### config.mk
export PLATFORM = sky130hd
export DESIGN_NAME = ll_multi_fifo
export DESIGN_NICKNAME = d
export VERILOG_FILES = /design/src/rtl/ll_multi_fifo.sv
export SDC_FILE = /design/constraint.sdc
export NUM_CORES = 1
export LEC_CHECK = 0
export CAP_MARGIN = 15
export CORE_ASPECT_RATIO = 0.7
export CORE_UTILIZATION = 55
export DETAILED_ROUTE_END_ITERATION = 8
export DONT_BUFFER_PORTS = 1
export HOLD_SLACK_MARGIN = 0.02
export PLACE_DENSITY = 0.7
export SETUP_SLACK_MARGIN = 0.5
export SLEW_MARGIN = 25
export SYNTH_ARGS = -nofsm -noshare
export SYNTH_HDL_FRONTEND = slang
export SYNTH_SLANG_ARGS = --single-unit
### constraint.sdc
create_clock -name clk -period 2.8 [get_ports clk]
set_input_delay 0.7 -clock clk [delete_from_list [all_inputs] [get_ports clk]]
set_output_delay 0.7 -clock clk [all_outputs]
set_load 0.01 [all_outputs]
### src/rtl/ll_multi_fifo.sv
// ll_multi_fifo
// Shared-buffer multi-queue FIFO. NUM_FIFOS logical queues share one
// DEPTH-entry data store. Per-entry next pointers thread one linked list per
// queue plus a free list of unallocated entries.
//
// Ports:
//   clk          sole clock, all state updates on posedge
//   rst          asynchronous active-high reset
//   push         enqueue request into queue push_sel with word data_in
//   pop          dequeue request from queue pop_sel
//   full         no free entries left
//   empty        bit i set when queue i holds no words
//   count        flattened per-queue occupancy, queue 0 in the LSBs
//   free_count   number of unallocated entries
//   data_out     popped / head word
//   data_out_vld data_out valid
//   err          sticky flag for rejected (illegal) requests
//
// Build option LLFIFO_REG_OUT_EN:
//   defined   -> data_out/data_out_vld registered, valid the cycle after an
//                accepted pop, data_out holds its last value otherwise
//   undefined -> data_out is the head word of pop_sel combinationally,
//                data_out_vld = ~empty[pop_sel]
module ll_multi_fifo #(
    parameter int WIDTH     = 4,
    parameter int DEPTH     = 4,
    parameter int NUM_FIFOS = 2,
    parameter int PTR_WIDTH = $clog2(DEPTH),
    parameter int SEL_WIDTH = $clog2(NUM_FIFOS)
) (
    input  logic                                 clk,
    input  logic                                 rst,
    input  logic                                 push,
    input  logic [SEL_WIDTH-1:0]                 push_sel,
    input  logic [WIDTH-1:0]                     data_in,
    input  logic                                 pop,
    input  logic [SEL_WIDTH-1:0]                 pop_sel,
    output logic                                 full,
    output logic [NUM_FIFOS-1:0]                 empty,
    output logic [NUM_FIFOS*(PTR_WIDTH+1)-1:0]   count,
    output logic [PTR_WIDTH:0]                   free_count,
    output logic [WIDTH-1:0]                     data_out,
    output logic                                 data_out_vld,
    output logic                                 err
);

    localparam int          CW  = PTR_WIDTH + 1;
    localparam int unsigned ND  = DEPTH;
    localparam int unsigned NQ  = NUM_FIFOS;
    localparam int unsigned NSL = 1 << SEL_WIDTH;

    logic [WIDTH-1:0]     mem       [DEPTH];
    logic [PTR_WIDTH-1:0] nxt       [DEPTH];
    logic [PTR_WIDTH-1:0] head      [NUM_FIFOS];
    logic [PTR_WIDTH-1:0] tail      [NUM_FIFOS];
    logic [CW-1:0]        cnt       [NUM_FIFOS];
    logic [PTR_WIDTH-1:0] free_head_r;
    logic [PTR_WIDTH-1:0] free_tail_r;
    logic [CW-1:0]        free_cnt;
    logic                 err_r;

    logic [NSL-1:0]       sel_ok;
    logic [NUM_FIFOS-1:0] empty_vec;
    logic [NUM_FIFOS-1:0] push_hit;
    logic [NUM_FIFOS-1:0] pop_hit;
    logic                 push_acc;
    logic                 pop_acc;
    logic [PTR_WIDTH-1:0] push_e;
    logic [PTR_WIDTH-1:0] pop_h;

    // Select codes beyond NUM_FIFOS are invalid; a lookup avoids comparing
    // a narrow select against a constant it can never reach.
    always_comb begin
        sel_ok = '0;
        for (int unsigned i = 0; i < NSL; i++) begin
            sel_ok[i] = (i < NQ);
        end
    end

    always_comb begin
        empty_vec = '0;
        for (int unsigned q = 0; q < NQ; q++) begin
            empty_vec[q] = (cnt[q] == '0);
        end
    end

    assign push_acc = push & sel_ok[push_sel] & (free_cnt != '0);
    assign pop_acc  = pop & sel_ok[pop_sel] & ~empty_vec[pop_sel];
    assign push_e   = free_head_r;
    assign pop_h    = head[pop_sel];

    always_comb begin
        push_hit = '0;
        pop_hit  = '0;
        for (int unsigned q = 0; q < NQ; q++) begin
            push_hit[q] = push_acc && (push_sel == SEL_WIDTH'(q));
            pop_hit[q]  = pop_acc && (pop_sel == SEL_WIDTH'(q));
        end
    end

    // Data store is intentionally not reset.
    always_ff @(posedge clk) begin
        if (push_acc) begin
            mem[push_e] <= data_in;
        end
    end

    always_ff @(posedge clk or posedge rst) begin
        if (rst) begin
            for (int unsigned i = 0; i < ND; i++) begin
                nxt[i] <= PTR_WIDTH'(i + 1);
            end
            for (int unsigned q = 0; q < NQ; q++) begin
                head[q] <= '0;
                tail[q] <= '0;
                cnt[q]  <= '0;
            end
            free_head_r <= '0;
            free_tail_r <= PTR_WIDTH'(ND - 1);
            free_cnt    <= CW'(ND);
            err_r       <= 1'b0;
        end else begin
            if ((push && !push_acc) || (pop && !pop_acc)) begin
                err_r <= 1'b1;
            end

            // Per-queue lists. A same-queue push/pop at count 1 cannot go
            // through next[h] (it is written this same edge), so the pushed
            // entry becomes head directly.
            for (int unsigned q = 0; q < NQ; q++) begin
                if (push_hit[q] &&
                    ((cnt[q] == '0) || (pop_hit[q] && cnt[q] == CW'(1)))) begin
                    head[q] <= push_e;
                end else if (pop_hit[q]) begin
                    head[q] <= nxt[head[q]];
                end
                if (push_hit[q]) begin
                    tail[q] <= push_e;
                end
                if (push_hit[q] && !pop_hit[q]) begin
                    cnt[q] <= cnt[q] + CW'(1);
                end else if (pop_hit[q] && !push_hit[q]) begin
                    cnt[q] <= cnt[q] - CW'(1);
                end
            end

            // Link the freed entry behind the free tail only when the free
            // list stays non-empty after this edge; otherwise it restarts
            // as a single-entry list below.
            if (pop_acc && (free_cnt != '0) &&
                !(push_acc && free_cnt == CW'(1))) begin
                nxt[free_tail_r] <= pop_h;
            end
            if (push_acc && (cnt[push_sel] != '0)) begin
                nxt[tail[push_sel]] <= push_e;
            end

            if (push_acc) begin
                if (pop_acc && free_cnt == CW'(1)) begin
                    free_head_r <= pop_h;
                end else begin
                    free_head_r <= nxt[push_e];
                end
            end else if (pop_acc && free_cnt == '0) begin
                free_head_r <= pop_h;
            end
            if (pop_acc) begin
                free_tail_r <= pop_h;
            end

            if (push_acc && !pop_acc) begin
                free_cnt <= free_cnt - CW'(1);
            end else if (pop_acc && !push_acc) begin
                free_cnt <= free_cnt + CW'(1);
            end
        end
    end

    assign full       = (free_cnt == '0);
    assign empty      = empty_vec;
    assign free_count = free_cnt;
    assign err        = err_r;

    always_comb begin
        count = '0;
        for (int unsigned q = 0; q < NQ; q++) begin
            count[q*CW +: CW] = cnt[q];
        end
    end

`ifdef LLFIFO_REG_OUT_EN
    always_ff @(posedge clk or posedge rst) begin
        if (rst) begin
            data_out     <= '0;
            data_out_vld <= 1'b0;
        end else begin
            data_out_vld <= pop_acc;
            if (pop_acc) begin
                data_out <= mem[pop_h];
            end
        end
    end
`else
    assign data_out     = mem[pop_h];
    assign data_out_vld = sel_ok[pop_sel] & ~empty_vec[pop_sel];
`endif

endmodule

==> results.tsv, run 1 <==
stage	metric	value	unit
setup_path	CP Launch Type	flop	
floorplan	total core area	4780	sq um
timing	Fin. Hold Viols	0	
final_layout	FILL cells	396	
place	DP HPWL	4110	um
synthesis	Synth cell types	41	
power	leakage power	0.00120	uW
global_routing	vias in the first global route	1699	
detailed_routing	total wire length	5710	um
timing	RSZ-0062 raised after global routing	false	
power	Comb power frac	0.460	
setup_path	worst stage delay on the critical path	0.46	ns
detailed_routing	# DRC	0	
synthesis	Synth Net Count	264	
power	internal power	1940	uW
floorplan	Die Span Y	61.1	um
global_routing	initial antenna violation count	0	
synthesis	synthesized area	2740	sq um
hold_path	type of the tightest min-delay check	in -> async	
setup_path	worst-path cell chain	mux2_4 > mux2i_1 > mux2i_1	
final_layout	layout cells sized above 1	0.267	
setup_path	kind of critical path	reg -> out	
timing	Setup WS post-layout	0.543	ns
power	sequential power share	0.423	
final_layout	Layout area overhead	8.90	%
timing	Clock Skew	0.00575	ns
timing	relative slew slack	0.568	
timing	maximum clock rate	443	MHz
status	status	completed	
floorplan	Die Area	5270	sq um
synthesis	ys async rst share	0.652	
final_layout	Multi-input gate area	1450	sq um
final_layout	nets	271	
synthesis	syn avg cell area	11.5	sq um
setup_path	Slowest cell on crit path	dfrtp_2	
timing	max-slew violations	0	
detailed_routing	via count	1873	
cts	H-Tree Depth	2	
synthesis	Post-synth EDFFs	16	
floorplan	io pins	28	
detailed_routing	Vias/cell	5.93	
power	Clk network pwr share	0.117	
cts	TritonCTS Buffers	5	
cts	CTS tree	done	
global_routing	GRT Total Usage	0.232	
power	Switching Fraction	0.416	
synthesis	register bit total from synthesis	46	
cts	clock root buffer	clkbuf_8	
cts	Max Root-Sink Buffers	2	
cts	Reg clk slew, reported paths	0.08	ns
setup_path	crit path max fanout	7	
detailed_routing	1st-pass router iterations	4	
setup_path	most frequent CP cell	mux2i_1	
synthesis	synthesized netlist cell count	239	
place	IO Port Bufs	0	
power	switching pwr	1380	uW
power	total power	3320	uW
place	routability cong.	0.796	
timing	Setup TNS	0	ns
final_layout	leading cell types in the layout, fill and taps excluded	22 x mux2i_1, 16 x dfrtp_1, 16 x edfxtp_1	
power	pwr dens	1110	nW/um^2
floorplan	Initial Utilization	0.573	
timing	Period Utilization, post-route	0.806	
floorplan	die width	86.4	um
detailed_routing	ANT nets after route	0	
cts	Clock Latency Late Sink	0.30	ns
detailed_routing	Iter 0 DRT Violations	107	
place	Post-Place Cell Area	2820	sq um
synthesis	Most used DFF post-synth	dfrtp_1	
timing	Final min period	2.26	ns
cts	hold buffer count at CTS	0	
final_layout	most common cell after layout, fill and taps aside	mux2i_1	
timing	Setup Viol. Count Final	0	
synthesis	Seq/Total Area, Yosys	0.453	
global_routing	total gr overflow	0	
global_routing	first-pass GRT wire length	8840	um
synthesis	yosys warns	0	
final_layout	Reg area	1250	sq um
setup_path	arrival time worst endpoint	1.56	ns
setup_path	Setup crit end kind	output pin	
global_routing	pin count of the biggest net entering global routing	31	
detailed_routing	WL per Instance	18.1	um
timing	Least-Margin Pin Slew	0.644	ns
final_layout	Final Cell Area	2980	sq um
cts	CTS sink cnt	46	
power	Peak VDD IR	0.542	mV
place	Post-Place Worst Slack	0.399	ns
final_layout	antenna diode instance count	0	
floorplan	row count	21	
run	max_cap viols	0	
setup_path	WP data required	2.10	ns
## repair_timing
item | in CTS | in global routing
resized for setup | 6 | 11
setup endpoints to repair | 4 | 12
gates cloned | 0 | 1
buffers inserted | 0 | 4
endpoints found under the hold margin | 0 | 0
## cells by family after synthesis
logic type / after synthesis / share of synthesized area
mux: 43 / 0.185
fa+ha+maj: 15 / 0.0685
buf+inv: 22 / 0.0342
xor+xnor: 8 / 0.0256
flops: 46 / 0.453
compound gates: 30 / 0.0662
simple gates: 75 / 0.168
## metal layers
metal | wire length (um) | global-route usage
met5 | 0 | 0
met4 | 73 | 0.0714
met3 | 353 | 0.0617
met2 | 2450 | 0.316
met1 | 2840 | 0.357
## cells in the mapped netlist, types with 3 or more instances
master | number | area, sq um
mux2i_1 | 24 | 240
dfrtp_1 | 23 | 576
edfxtp_1 | 16 | 480
ha_1 | 15 | 188
nand2_1 | 15 | 56.3
nor3_1 | 14 | 70.1
mux2_2 | 13 | 146
a21oi_1 | 12 | 60.1
inv_1 | 12 | 45.0
nand3_1 | 10 | 50.1
o31ai_1 | 10 | 75.1
dfstp_2 | 7 | 184
nor2_1 | 6 | 22.5
o21ai_0 | 5 | 25.0
and2_1 | 4 | 25.0
mux4_2 | 4 | 90.1
xnor2_1 | 4 | 35.0
xor2_1 | 4 | 35.0
and3_1 | 3 | 18.8
buf_2 | 3 | 15.0
nand3b_1 | 3 | 22.5
## worst paths after layout
check	start	to	slack [ns]	depth (start not counted)
setup / recovery	head[1]$_DFFE_PP0P_	data_out[3]	0.54	3
hold / removal	rst	free_count[1]$_DFFE_PP0P_	0.36	2
setup reg to reg	free_count[2]$_DFFE_PP1P_	count[2]$_DFFE_PP0P_	0.67	8
hold reg to reg	free_tail_r[1]$_DFFE_PP1P_	free_tail_r[1]$_DFFE_PP1P_	0.48	2
max in group asynchronous	rst	free_tail_r[0]$_DFFE_PP1P_	2.11	2
min in group clk	free_tail_r[1]$_DFFE_PP1P_	free_tail_r[1]$_DFFE_PP1P_	0.48	2
## registers in the layout, summed over array words and instances, names as in the netlist
name         cells
count            6
err              1
free_count       3
free_head_r      2
free_tail_r      2
head             4
mem             16
nxt              8
tail             4
## power groups by stage
| stage | combinational, uW | clock (uW) | sequential (uW) |
|---|---|---|---|
| 2_1_floorplan | 1250 | 0 | 1250 |
| 3_3_place_gp | 1430 | 0 | 1380 |
| 3_5_place_dp | 1440 | 0 | 1390 |
| 4_1_cts | 1460 | 398 | 1390 |
| 5_1_grt | 1700 | 423 | 1450 |
| 6_report | 1530 | 389 | 1410 |
## cell type report
cell class | count | area share
multi-input combinational | 172 | 0.487
clock buffer | 6 | 0.0243
tap | 69 | 0.0289
clock inverter | 2 | 0.00335
sequential | 46 | 0.418
inverter | 13 | 0.0176
timing repair buffer | 8 | 0.0201
## worst max-delay path: cells and delay by family (launching register included)
family	cells	cell delay [ns]
flip-flops	1	0.46
multiplexers	3	0.79
## stage by stage
step / hold slack (ns) / utilization / instances
3_3_place_gp: 0.478 / 0.589 / 303
6_report: 0.359 / 0.624 / 316
3_5_place_dp: 0.475 / 0.589 / 303
4_1_cts: 0.371 / 0.608 / 311
2_1_floorplan: 0.458 / - / 239
5_1_grt: 0.394 / 0.624 / 316
Note: power is estimated with default switching activity, not from simulation.
==> run 2: changes to the inputs <==
--- a/config.mk
+++ b/config.mk
@@ -11,7 +11,7 @@
 export DETAILED_ROUTE_END_ITERATION = 8
 export DONT_BUFFER_PORTS = 1
 export HOLD_SLACK_MARGIN = 0.02
-export PLACE_DENSITY = 0.7
+export PLACE_DENSITY = 0.73
 export SETUP_SLACK_MARGIN = 0.5
 export SLEW_MARGIN = 25
 export SYNTH_ARGS = -nofsm -noshare
==> constraint.sdc (replaced) <==
create_clock -name clk -period 2 [get_ports clk]
set_input_delay 0.5 -clock clk [delete_from_list [all_inputs] [get_ports clk]]
set_output_delay 0.5 -clock clk [all_outputs]
set_load 0.01 [all_outputs]
==> run 2 against run 1 <==
The flow now finishes with violations (negative setup slack). Clock skew grew 0.0061 ns. Via count increased by 23%. Flip-flop and latch count unchanged. Combinational power grew to 2.8 times the previous value. First-iteration DRC count increased by 110%. Utilization grew 23 points. Worst setup slack lost 0.61 ns. Register-to-register slack got worse by 0.68 ns. Critical path depth did not move.
==> results.tsv, run 2 (synthesized netlist as in run 1, its figures left out) <==
stage	metric	value	unit	change
power	sequential power share	0.287		-0.136
setup_path	Top Family by Delay on Critical Path	multiplexers		
place	IO Port Bufs	0		unchanged
detailed_routing	met2 WL	4220	um	+73%
cts	H-Tree Depth	2		unchanged
global_routing	GRT Total Usage	0.298		+0.0664
detailed_routing	WL per Instance	23.9	um	+32%
detailed_routing	via count	2306		+23%
status	violated checks	negative setup slack		
final_layout	nets	323		+19%
global_routing	total gr overflow	0		unchanged
power	switching pwr	2930	uW	+110%
timing	Final min period	2.07	ns	
cts	TritonCTS Buffers	5		unchanged
cts	CTS tree	done		
setup_path	arrival time worst endpoint	1.57	ns	about the same
setup_path	Slowest cell on crit path	dfrtp_2		
setup_path	worst stage delay on the critical path	0.47	ns	about the same
detailed_routing	# DRC	0		unchanged
floorplan	total core area	4780	sq um	unchanged
power	Comb power frac	0.626		+0.166
detailed_routing	total wire length	8810	um	+54%
floorplan	die width	86.4	um	unchanged
cts	Max Root-Sink Buffers	2		unchanged
timing	maximum clock rate	483	MHz	
setup_path	CP Launch Type	flop		
cts	Reg clk slew, reported paths	0.10	ns	+0.02 ns
place	Post-Place Worst Slack	0.105	ns	-0.294 ns
final_layout	Layout area overhead	48.9	%	
power	pwr dens	1650	nW/um^2	+48%
detailed_routing	met1 wire length	3600	um	+27%
detailed_routing	Iter 0 DRT Violations	222		+110%
timing	Setup TNS	-0.193	ns	-0.193 ns
timing	Clock Skew	0.0118	ns	+0.00607 ns
timing	max-slew violations	0		unchanged
cts	CTS sink cnt	46		unchanged
setup_path	most frequent CP cell	mux2i_1		
place	DP HPWL	4300	um	+4.6%
place	routability cong.	0.835		+5.0%
global_routing	first-pass GRT wire length	11400	um	+29%
floorplan	Die Area	5270	sq um	unchanged
run	max_cap viols	0		unchanged
power	leakage power	0.00165	uW	+37%
final_layout	layout cells sized above 1	0.632		+0.365
global_routing	vias in the first global route	2123		+25%
final_layout	most common cell after layout, fill and taps aside	buf_4		
setup_path	Worst Path Buf+Inv	0		unchanged
timing	Least-Margin Pin Slew	0.591	ns	-0.0529 ns
detailed_routing	ANT nets after route	0		unchanged
power	Peak VDD IR	1.12	mV	+110%
timing	relative slew slack	0.595		+0.0273
timing	Setup WS post-layout	-0.0684	ns	-0.612 ns
global_routing	pin count of the biggest net entering global routing	31		unchanged
timing	Period Utilization, post-route	1.03		
setup_path	Setup crit end kind	output pin		
setup_path	worst-path cell chain	mux2_2 > mux2i_1 > mux2i_1		
power	Clk network pwr share	0.088		-0.029
setup_path	kind of critical path	reg -> out		
global_routing	initial antenna violation count	0		unchanged
floorplan	io pins	28		unchanged
power	internal power	3820	uW	+97%
timing	Setup Viol. Count Final	5		+5
power	total power	6750	uW	+100%
cts	clock root buffer	clkbuf_8		
cts	Clock Latency Late Sink	0.31	ns	about the same
status	status	complete, but fails checks		
floorplan	Initial Utilization	0.573		unchanged
final_layout	Most flops, register	mem		
floorplan	row count	21		unchanged
timing	Fin. Hold Viols	0		unchanged
detailed_routing	Top Metal Used	met4		
power	Switching Fraction	0.434		+0.0180
detailed_routing	Met3 Routed Length	726	um	+110%
setup_path	crit path max fanout	5		-2
final_layout	leading cell types in the layout, fill and taps excluded	28 x buf_4, 25 x buf_6, 22 x mux2i_1		
detailed_routing	1st-pass router iterations	4		unchanged
floorplan	Die Span Y	61.1	um	unchanged
hold_path	type of the tightest min-delay check	in -> async		
timing	Fin Hold WS	0.151	ns	-0.208 ns
timing	RSZ-0062 raised after global routing	true		
setup_path	WP data required	1.50	ns	-0.60 ns
detailed_routing	Vias/cell	6.27		+5.7%
final_layout	antenna diode instance count	0		unchanged
final_layout	max FFs per register	16		unchanged
[run 2: worst paths after layout]
kind                       slack, ns                          to                  startpoint  cells past startpoint
max in group asynchronous       1.50  free_tail_r[0]$_DFFE_PP1P_                         rst                      2
min                             0.15             err$_DFFE_PP0P_                         rst                      2
min in group clk                0.28         mem[3][3]$_DFFE_PP_                  data_in[3]                      0
max reg2reg                    -0.01   free_count[2]$_DFFE_PP1P_        count[1]$_DFFE_PP0P_                     10
min reg2reg                     0.49  free_tail_r[1]$_DFFE_PP1P_  free_tail_r[1]$_DFFE_PP1P_                      2
max                            -0.07                 data_out[1]         head[1]$_DFFE_PP0P_                      3
[run 2: layout make-up]
| class | instances | area [sq um] |
|---|---|---|
| multi-input cells | 172 | 1970 |
| flip-flops and latches | 46 | 1250 |
| fillers | 214 | 702 |
| repair buffers | 60 | 619 |
| well taps | 69 | 86.3 |
| clock buffers | 5 | 68.8 |
| inverters | 13 | 61.3 |
| clock inverters | 3 | 21.3 |
[run 2: power by group through the flow]
stage	combinational, uW	sequential, uW	clock (uW)
final	4230	1930	591
after detailed placement	2620	1790	0
after global placement	2590	1780	0
after global routing	4430	1950	621
after floorplan	1970	1790	0
after CTS	3470	1820	586
[run 2: what timing repair did]
action / 4_1_cts / 5_1_grt
pin swaps: 30 / 24
endpoints found under the setup margin: 54 / 54
setup buffers: 25 / 16
gates cloned: 3 / 0
hold buffers: 0 / 0
resized for setup: 83 / 44
hold endpoints to repair: 0 / 0
[run 2: per-layer routing]
metal / up-vias / global-route usage
li1: 994 / -
met1: 1149 / 0.407
met2: 133 / 0.475
met3: 30 / 0.0804
met4: 0 / 0.0929
met5: - / 0
[run 2: per-stage QoR]
stage,area (sq um),instances,utilization
floorplan,2940,239,-
detailed placement,3090,316,0.646
finish,4080,368,0.853
global route,4080,368,0.853
global placement,3090,316,0.646
CTS,3770,352,0.788
